===== config.mk =====
export PLATFORM = sky130hd
export DESIGN_NAME = gpio_access_arbiter_flat
export DESIGN_NICKNAME = d
export VERILOG_FILES = /design/src/rtl/gpio_access_arbiter_if.sv /design/src/rtl/gpio_access_arbiter.sv /design/src/flat_wrapper.sv
export SDC_FILE = /design/constraint.sdc
export NUM_CORES = 1
export LEC_CHECK = 0
export ABC_AREA = 1
export BUFFER_PORTS_ARGS = -buffer_cell sky130_fd_sc_hd__buf_2
export CORE_UTILIZATION = 48
export DETAILED_ROUTE_END_ITERATION = 8
export PLACE_DENSITY_LB_ADDON = 0.08
export SLEW_MARGIN = 25
export SYNTH_ARGS = -nofsm -noshare
export SYNTH_HDL_FRONTEND = slang
export SYNTH_SLANG_ARGS = --single-unit

===== constraint.sdc =====
create_clock -name clk -period 2.8 [get_ports clk]
set_clock_uncertainty 0.2 [all_clocks]
set_input_delay 0.14 -clock clk [delete_from_list [all_inputs] [get_ports clk]]
set_output_delay 0.14 -clock clk [all_outputs]
set_load 0.01 [all_outputs]

===== src/rtl/gpio_access_arbiter_if.sv =====
// Requester handshake and register-block strobe bundle for gpio_access_arbiter.
// slave: the arbiter's view. master: the environment (requesters plus register block).
interface gpio_access_arbiter_if #(
  parameter int ADDR_W = 8,
  parameter int DATA_W = 32
);
  logic              req0;
  logic              req1;
  logic              wr0;
  logic              wr1;
  logic [ADDR_W-1:0] addr0;
  logic [ADDR_W-1:0] addr1;
  logic [DATA_W-1:0] wdata0;
  logic [DATA_W-1:0] wdata1;
  logic              ack0;
  logic              ack1;
  logic              err;
  logic [DATA_W-1:0] rdata;
  logic              gpio_en;
  logic              gpio_wr;
  logic [ADDR_W-1:0] gpio_addr;
  logic [DATA_W-1:0] gpio_wdata;
  logic [DATA_W-1:0] gpio_rdata;

  modport slave (
    input  req0, req1, wr0, wr1, addr0, addr1, wdata0, wdata1, gpio_rdata,
    output ack0, ack1, err, rdata, gpio_en, gpio_wr, gpio_addr, gpio_wdata
  );

  modport master (
    output req0, req1, wr0, wr1, addr0, addr1, wdata0, wdata1, gpio_rdata,
    input  ack0, ack1, err, rdata, gpio_en, gpio_wr, gpio_addr, gpio_wdata
  );
endinterface


===== src/rtl/gpio_access_arbiter.sv =====
// Two-requester round-robin arbiter in front of one GPIO register block (one access in flight).
// Define GPIO_ARB_ADDR_CHECK_EN to reject illegal offsets with an ack+err pulse instead of forwarding.
module gpio_access_arbiter #(
  parameter int ADDR_W = 8,
  parameter int DATA_W = 32
) (
  input logic                  clk,
  input logic                  rst_n,
  gpio_access_arbiter_if.slave bus
);
  typedef enum logic [1:0] {IDLE, ISSUE, WAIT, DONE} state_e;

  state_e            state_q;
  logic              grant_q;
  logic              last_q;
  logic              ack0_q;
  logic              ack1_q;
  logic              err_q;
  logic              gpio_en_q;
  logic              gpio_wr_q;
  logic [ADDR_W-1:0] gpio_addr_q;
  logic [DATA_W-1:0] gpio_wdata_q;
  logic [DATA_W-1:0] rdata_q;

  logic              grant_d;
  logic              wr_d;
  logic              legal_d;
  logic [ADDR_W-1:0] addr_d;
  logic [DATA_W-1:0] wdata_d;

  // NOTE: every always_comb output gets a default first so no path can infer a latch.
  always_comb begin
    grant_d = 1'b0;
    if (bus.req0 && bus.req1) begin
      grant_d = ~last_q;
    end else if (bus.req1) begin
      grant_d = 1'b1;
    end
    wr_d    = grant_d ? bus.wr1    : bus.wr0;
    addr_d  = grant_d ? bus.addr1  : bus.addr0;
    wdata_d = grant_d ? bus.wdata1 : bus.wdata0;
  end

`ifdef GPIO_ARB_ADDR_CHECK_EN
  localparam logic [ADDR_W-1:0] OFF_DATA = ADDR_W'(8'h00);
  localparam logic [ADDR_W-1:0] OFF_DIR  = ADDR_W'(8'h04);
  localparam logic [ADDR_W-1:0] OFF_IN   = ADDR_W'(8'h08);

  // The input register is read-only; writes may only target data and direction.
  assign legal_d = wr_d ? (addr_d == OFF_DATA || addr_d == OFF_DIR)
                        : (addr_d == OFF_DATA || addr_d == OFF_DIR || addr_d == OFF_IN);
`else
  assign legal_d = 1'b1;
`endif

  // NOTE: sequential state uses non-blocking assignments only, so every register
  // samples the pre-edge values regardless of statement order.
  always_ff @(posedge clk) begin
    if (!rst_n) begin
      state_q      <= IDLE;
      grant_q      <= 1'b0;
      last_q       <= 1'b1;
      ack0_q       <= 1'b0;
      ack1_q       <= 1'b0;
      err_q        <= 1'b0;
      gpio_en_q    <= 1'b0;
      gpio_wr_q    <= 1'b0;
      gpio_addr_q  <= '0;
      gpio_wdata_q <= '0;
      rdata_q      <= '0;
    end else begin
      case (state_q)
        IDLE: begin
          if (bus.req0 || bus.req1) begin
            grant_q <= grant_d;
            if (legal_d) begin
              gpio_en_q    <= 1'b1;
              gpio_wr_q    <= wr_d;
              gpio_addr_q  <= addr_d;
              gpio_wdata_q <= wdata_d;
              state_q      <= ISSUE;
            end else begin
              ack0_q  <= ~grant_d;
              ack1_q  <= grant_d;
              err_q   <= 1'b1;
              state_q <= DONE;
            end
          end
        end
        ISSUE: begin
          gpio_en_q <= 1'b0;
          if (gpio_wr_q) begin
            ack0_q  <= ~grant_q;
            ack1_q  <= grant_q;
            state_q <= DONE;
          end else begin
            state_q <= WAIT;
          end
        end
        WAIT: begin
          // The register block presents read data one cycle after the strobe.
          rdata_q <= bus.gpio_rdata;
          ack0_q  <= ~grant_q;
          ack1_q  <= grant_q;
          state_q <= DONE;
        end
        DONE: begin
          ack0_q  <= 1'b0;
          ack1_q  <= 1'b0;
          err_q   <= 1'b0;
          last_q  <= grant_q;
          state_q <= IDLE;
        end
        default: state_q <= IDLE;
      endcase
    end
  end

  assign bus.ack0       = ack0_q;
  assign bus.ack1       = ack1_q;
  assign bus.err        = err_q;
  assign bus.rdata      = rdata_q;
  assign bus.gpio_en    = gpio_en_q;
  assign bus.gpio_wr    = gpio_wr_q;
  assign bus.gpio_addr  = gpio_addr_q;
  assign bus.gpio_wdata = gpio_wdata_q;
endmodule

===== src/flat_wrapper.sv =====
// flat-port wrapper written by rule: the top's interface ports become plain ports
module gpio_access_arbiter_flat 
#(
  parameter int ADDR_W = 8,
  parameter int DATA_W = 32
)
  (clk, rst_n, bus_req0, bus_req1, bus_wr0, bus_wr1, bus_addr0, bus_addr1, bus_wdata0, bus_wdata1, bus_gpio_rdata, bus_ack0, bus_ack1, bus_err, bus_rdata, bus_gpio_en, bus_gpio_wr, bus_gpio_addr, bus_gpio_wdata);
  gpio_access_arbiter_if #(.ADDR_W(ADDR_W), .DATA_W(DATA_W)) bus_i ();
  input logic clk;
  input logic rst_n;
  input wire logic [$bits(bus_i.req0)-1:0] bus_req0;
  input wire logic [$bits(bus_i.req1)-1:0] bus_req1;
  input wire logic [$bits(bus_i.wr0)-1:0] bus_wr0;
  input wire logic [$bits(bus_i.wr1)-1:0] bus_wr1;
  input wire logic [$bits(bus_i.addr0)-1:0] bus_addr0;
  input wire logic [$bits(bus_i.addr1)-1:0] bus_addr1;
  input wire logic [$bits(bus_i.wdata0)-1:0] bus_wdata0;
  input wire logic [$bits(bus_i.wdata1)-1:0] bus_wdata1;
  input wire logic [$bits(bus_i.gpio_rdata)-1:0] bus_gpio_rdata;
  output wire logic [$bits(bus_i.ack0)-1:0] bus_ack0;
  output wire logic [$bits(bus_i.ack1)-1:0] bus_ack1;
  output wire logic [$bits(bus_i.err)-1:0] bus_err;
  output wire logic [$bits(bus_i.rdata)-1:0] bus_rdata;
  output wire logic [$bits(bus_i.gpio_en)-1:0] bus_gpio_en;
  output wire logic [$bits(bus_i.gpio_wr)-1:0] bus_gpio_wr;
  output wire logic [$bits(bus_i.gpio_addr)-1:0] bus_gpio_addr;
  output wire logic [$bits(bus_i.gpio_wdata)-1:0] bus_gpio_wdata;
  assign bus_i.req0 = bus_req0;
  assign bus_i.req1 = bus_req1;
  assign bus_i.wr0 = bus_wr0;
  assign bus_i.wr1 = bus_wr1;
  assign bus_i.addr0 = bus_addr0;
  assign bus_i.addr1 = bus_addr1;
  assign bus_i.wdata0 = bus_wdata0;
  assign bus_i.wdata1 = bus_wdata1;
  assign bus_i.gpio_rdata = bus_gpio_rdata;
  assign bus_ack0 = bus_i.ack0;
  assign bus_ack1 = bus_i.ack1;
  assign bus_err = bus_i.err;
  assign bus_rdata = bus_i.rdata;
  assign bus_gpio_en = bus_i.gpio_en;
  assign bus_gpio_wr = bus_i.gpio_wr;
  assign bus_gpio_addr = bus_i.gpio_addr;
  assign bus_gpio_wdata = bus_i.gpio_wdata;
  gpio_access_arbiter #(.ADDR_W(ADDR_W), .DATA_W(DATA_W)) u_core (.clk(clk), .rst_n(rst_n), .bus(bus_i));
endmodule

==> run metrics <==
layout overhead on the synthesized area=66.2%; unrepaired setup endpoints after global routing=false; sequential element share of the synthesized area=45.0%; slew margin rel.=37.1%; Worst Hold Path EP=u_core.last_q; 1st-iter DRT viols=about 170; Final Hold Vio Count=0; Setup Fix Bufs, Post-CTS=0; # IOs=195; Routability Congestion=0.790; Slew @ Worst Pin=0.944 ns; Buffers on Ports=193; Via density=4.72; Tmin final=~2.6 ns; H-tree depth=3; Reg clk slew, reported paths=0.09 ns; Power per Cell Area=818 nW/um^2; most used cell, CP=nor2_1; status=finished clean; fin crit share=93.3%; vias=4452; TritonRoute pass-1 iters=4; warning count from the yosys run=0; # nets final=963; post-route insts no fill=943; Cell variety after synth=19; Finished Core Util=82.0%; hold path start=rst_n; first-pass GRT wire length=between 15000 and 20000 um; largest net degree at the start of global routing=55; Slew Limit Fails=0; CTS Sinks=80; cells after synthesis=542; proportion of layout cells with a drive suffix above 1=between 20% and 30%; routed len/inst=12.6 um; Setup WS post-layout=0.188 ns; area occupied by multi-input gates=approximately 1600 sq um; worst endpoint data arrival time=2.65 ns; initial antenna violation count=0; CTS resizes=0; maximum clock frequency=383 MHz; DRC=0; Core Area=7210 sq um; TritonCTS Buffers=9; GRT Util Overall=between 20% and 30%; Required @ worst endpoint=2.84 ns; Max Root-Sink Buffers=2; RR Startpoint=u_core.state_q[1]; worst reg2reg setup slack=~0.19 ns; Hold WC Path Type=in -> reg; Peak VDD IR=0.487 mV; register area=around 1600 sq um; vias in the first global route=4088; Hold Path Stages=2; CTS root buf=clkbuf_8; clock insertion delay at the later pin of the skew report=0.34 ns; Min Hold Slack=approximately 0.11 ns; number of setup violations in the final report=0; remaining global-route overflow=0; worst reg2reg path depth=9; Crit. End Element=register; CP startpoint kind=register; setup_tns=0 ns; Critical Path Max Stage Delay=0.57 ns; drt total wl=roughly 12000 um; Setup CP Type=reg -> reg; mean area per synthesized cell=about 6.6 sq um; Die H=88.1 um; mapped cell area=3560 sq um; Filler Cell Count=480; commonest non-fill, non-tap cell in the layout=buf_2; max-cap violation count=0; Die Wd=88.1 um; CTS tree=yes; HPWL after DPL=6560 um; pre-CTS setup slack=0.623 ns; die area=7760 sq um; CP cell instances=inv_1 -> ha_1 -> inv_2 -> nor2_4 -> buf_4 -> nand2_1 -> nor2_1 -> dlygate4sd3_1 -> nor2_1; commonest cells after routing, fill and taps aside=193 x buf_2, 189 x nor2_1, 117 x dlygate4sd3_1; antenna viol nets, final=0; row cnt=31; diode count=0; Worst R2R End=u_core.bus.gpio_wdata[27]; Crit-path slowest cell=dlygate4sd3_1; LEAKAGE=~3.3 nW; Inst Count DP=809; Synthesized Nets=666; maximum fanout along the worst path=20; Initial Util=49.3%; FF+latch count, synth=80
-- timing repair --
| action | in CTS | in global routing |
|---|---|---|
| hold buffers | 117 | 0 |
| endpoints found under the hold margin | 75 | 0 |
| setup endpoints to repair | 0 | 29 |
-- where the power goes --
group          internal [W]  leakage, nW  switching [W]
sequential          0.00155        0.660       0.000213
clock              0.000332       0.0902       0.000450
combinational       0.00104         2.54        0.00126
total               0.00292         3.29        0.00193
-- sequential cells by signal, indices dropped and copies added, names as in the netlist --
signal / count
u_core.bus.gpio_wr: 1
u_core.grant_q: 1
u_core.bus.ack1: 1
u_core.state_q: 2
u_core.bus.gpio_addr: 8
u_core.bus.gpio_wdata: 32
u_core.bus.rdata: 32
u_core.bus.ack0: 1
u_core.last_q: 1
u_core.bus.gpio_en: 1
-- critical path: cells and delay by family, from the launching register on --
kind	cells	cell delay, ns
fa+ha+maj	1	0.28
simple gates	4	0.54
flops	1	0.35
buf+inv	4	1.13
-- cells in the mapped netlist --
master    instances  area, sq um
buf_2            10         50.1
nand4_1           1         6.26
o21bai_1          1         7.51
nor2_2            1         6.26
conb_1            1         3.75
a21oi_1           6         30.0
inv_1            47          176
buf_4             9         67.6
ha_1              6         75.1
o21ai_0          37          185
dfxtp_1          80         1600
clkbuf_1         12         45.0
nand3_1           5         25.0
inv_2             1         3.75
o21ai_1          37          185
nand2_1          97          364
or2_2             1         6.26
nor2_1          189          709
nor2_4            1         11.3
-- per-stage QoR --
step / area [sq um] / total power, W
after detailed placement: 4560 / 0.00362
final: 5920 / 0.00484
after global routing: 5920 / 0.00522
after floorplan: 3560 / 0.00298
after CTS: 5910 / 0.00477
after global placement: 4560 / 0.00356
-- layout make-up --
| cell class | instances | area share [%] |
|---|---|---|
| clock buffers | 9 | 2.09 |
| clock inverters | 7 | 0.952 |
| inverters | 48 | 3.05 |
| multi-input cells | 384 | 27.4 |
| flip-flops and latches | 80 | 27.1 |
| well taps | 99 | 2.09 |
| repair buffers | 316 | 37.3 |
-- how the worst max path moves through the flow --
stage | to | start | slack, ns | depth (start not counted)
2_1_floorplan | u_core.bus.gpio_wdata[10] | u_core.state_q[1] | 1.21 | 8
3_3_place_gp | u_core.bus.gpio_wdata[23] | u_core.state_q[1] | 0.66 | 8
3_5_place_dp | u_core.bus.gpio_wdata[23] | u_core.state_q[1] | 0.62 | 8
4_1_cts | u_core.bus.gpio_wdata[23] | u_core.state_q[1] | 0.09 | 9
5_1_grt | u_core.bus.gpio_wdata[26] | u_core.state_q[1] | 0.03 | 9
6_report | u_core.bus.gpio_wdata[27] | u_core.state_q[1] | 0.19 | 9
-- metal layers --
metal / GRT usage [%] / vias to the layer above / wire, um
li1: - / 2244 / -
met1: 33.5 / 1992 / 4650
met2: 54.5 / 177 / 6080
met3: 5.56 / 39 / 736
met4: 14.5 / 0 / 397
met5: 0 / - / 0
-- cells by family (layout without fill, tap and decap cells) --
logic type	count (synthesis)	after routing	synth area share [%]
AO/OA/AOI/OAI	81	81	11.5
flip-flops	80	80	45.0
other	1	1	0.105
adder cells (fa/ha/maj)	6	6	2.11
AND/OR/NAND/NOR	295	296	31.7
buffers and inverters	79	380	9.63
No activity file was read; power rests on OpenSTA's default activity.
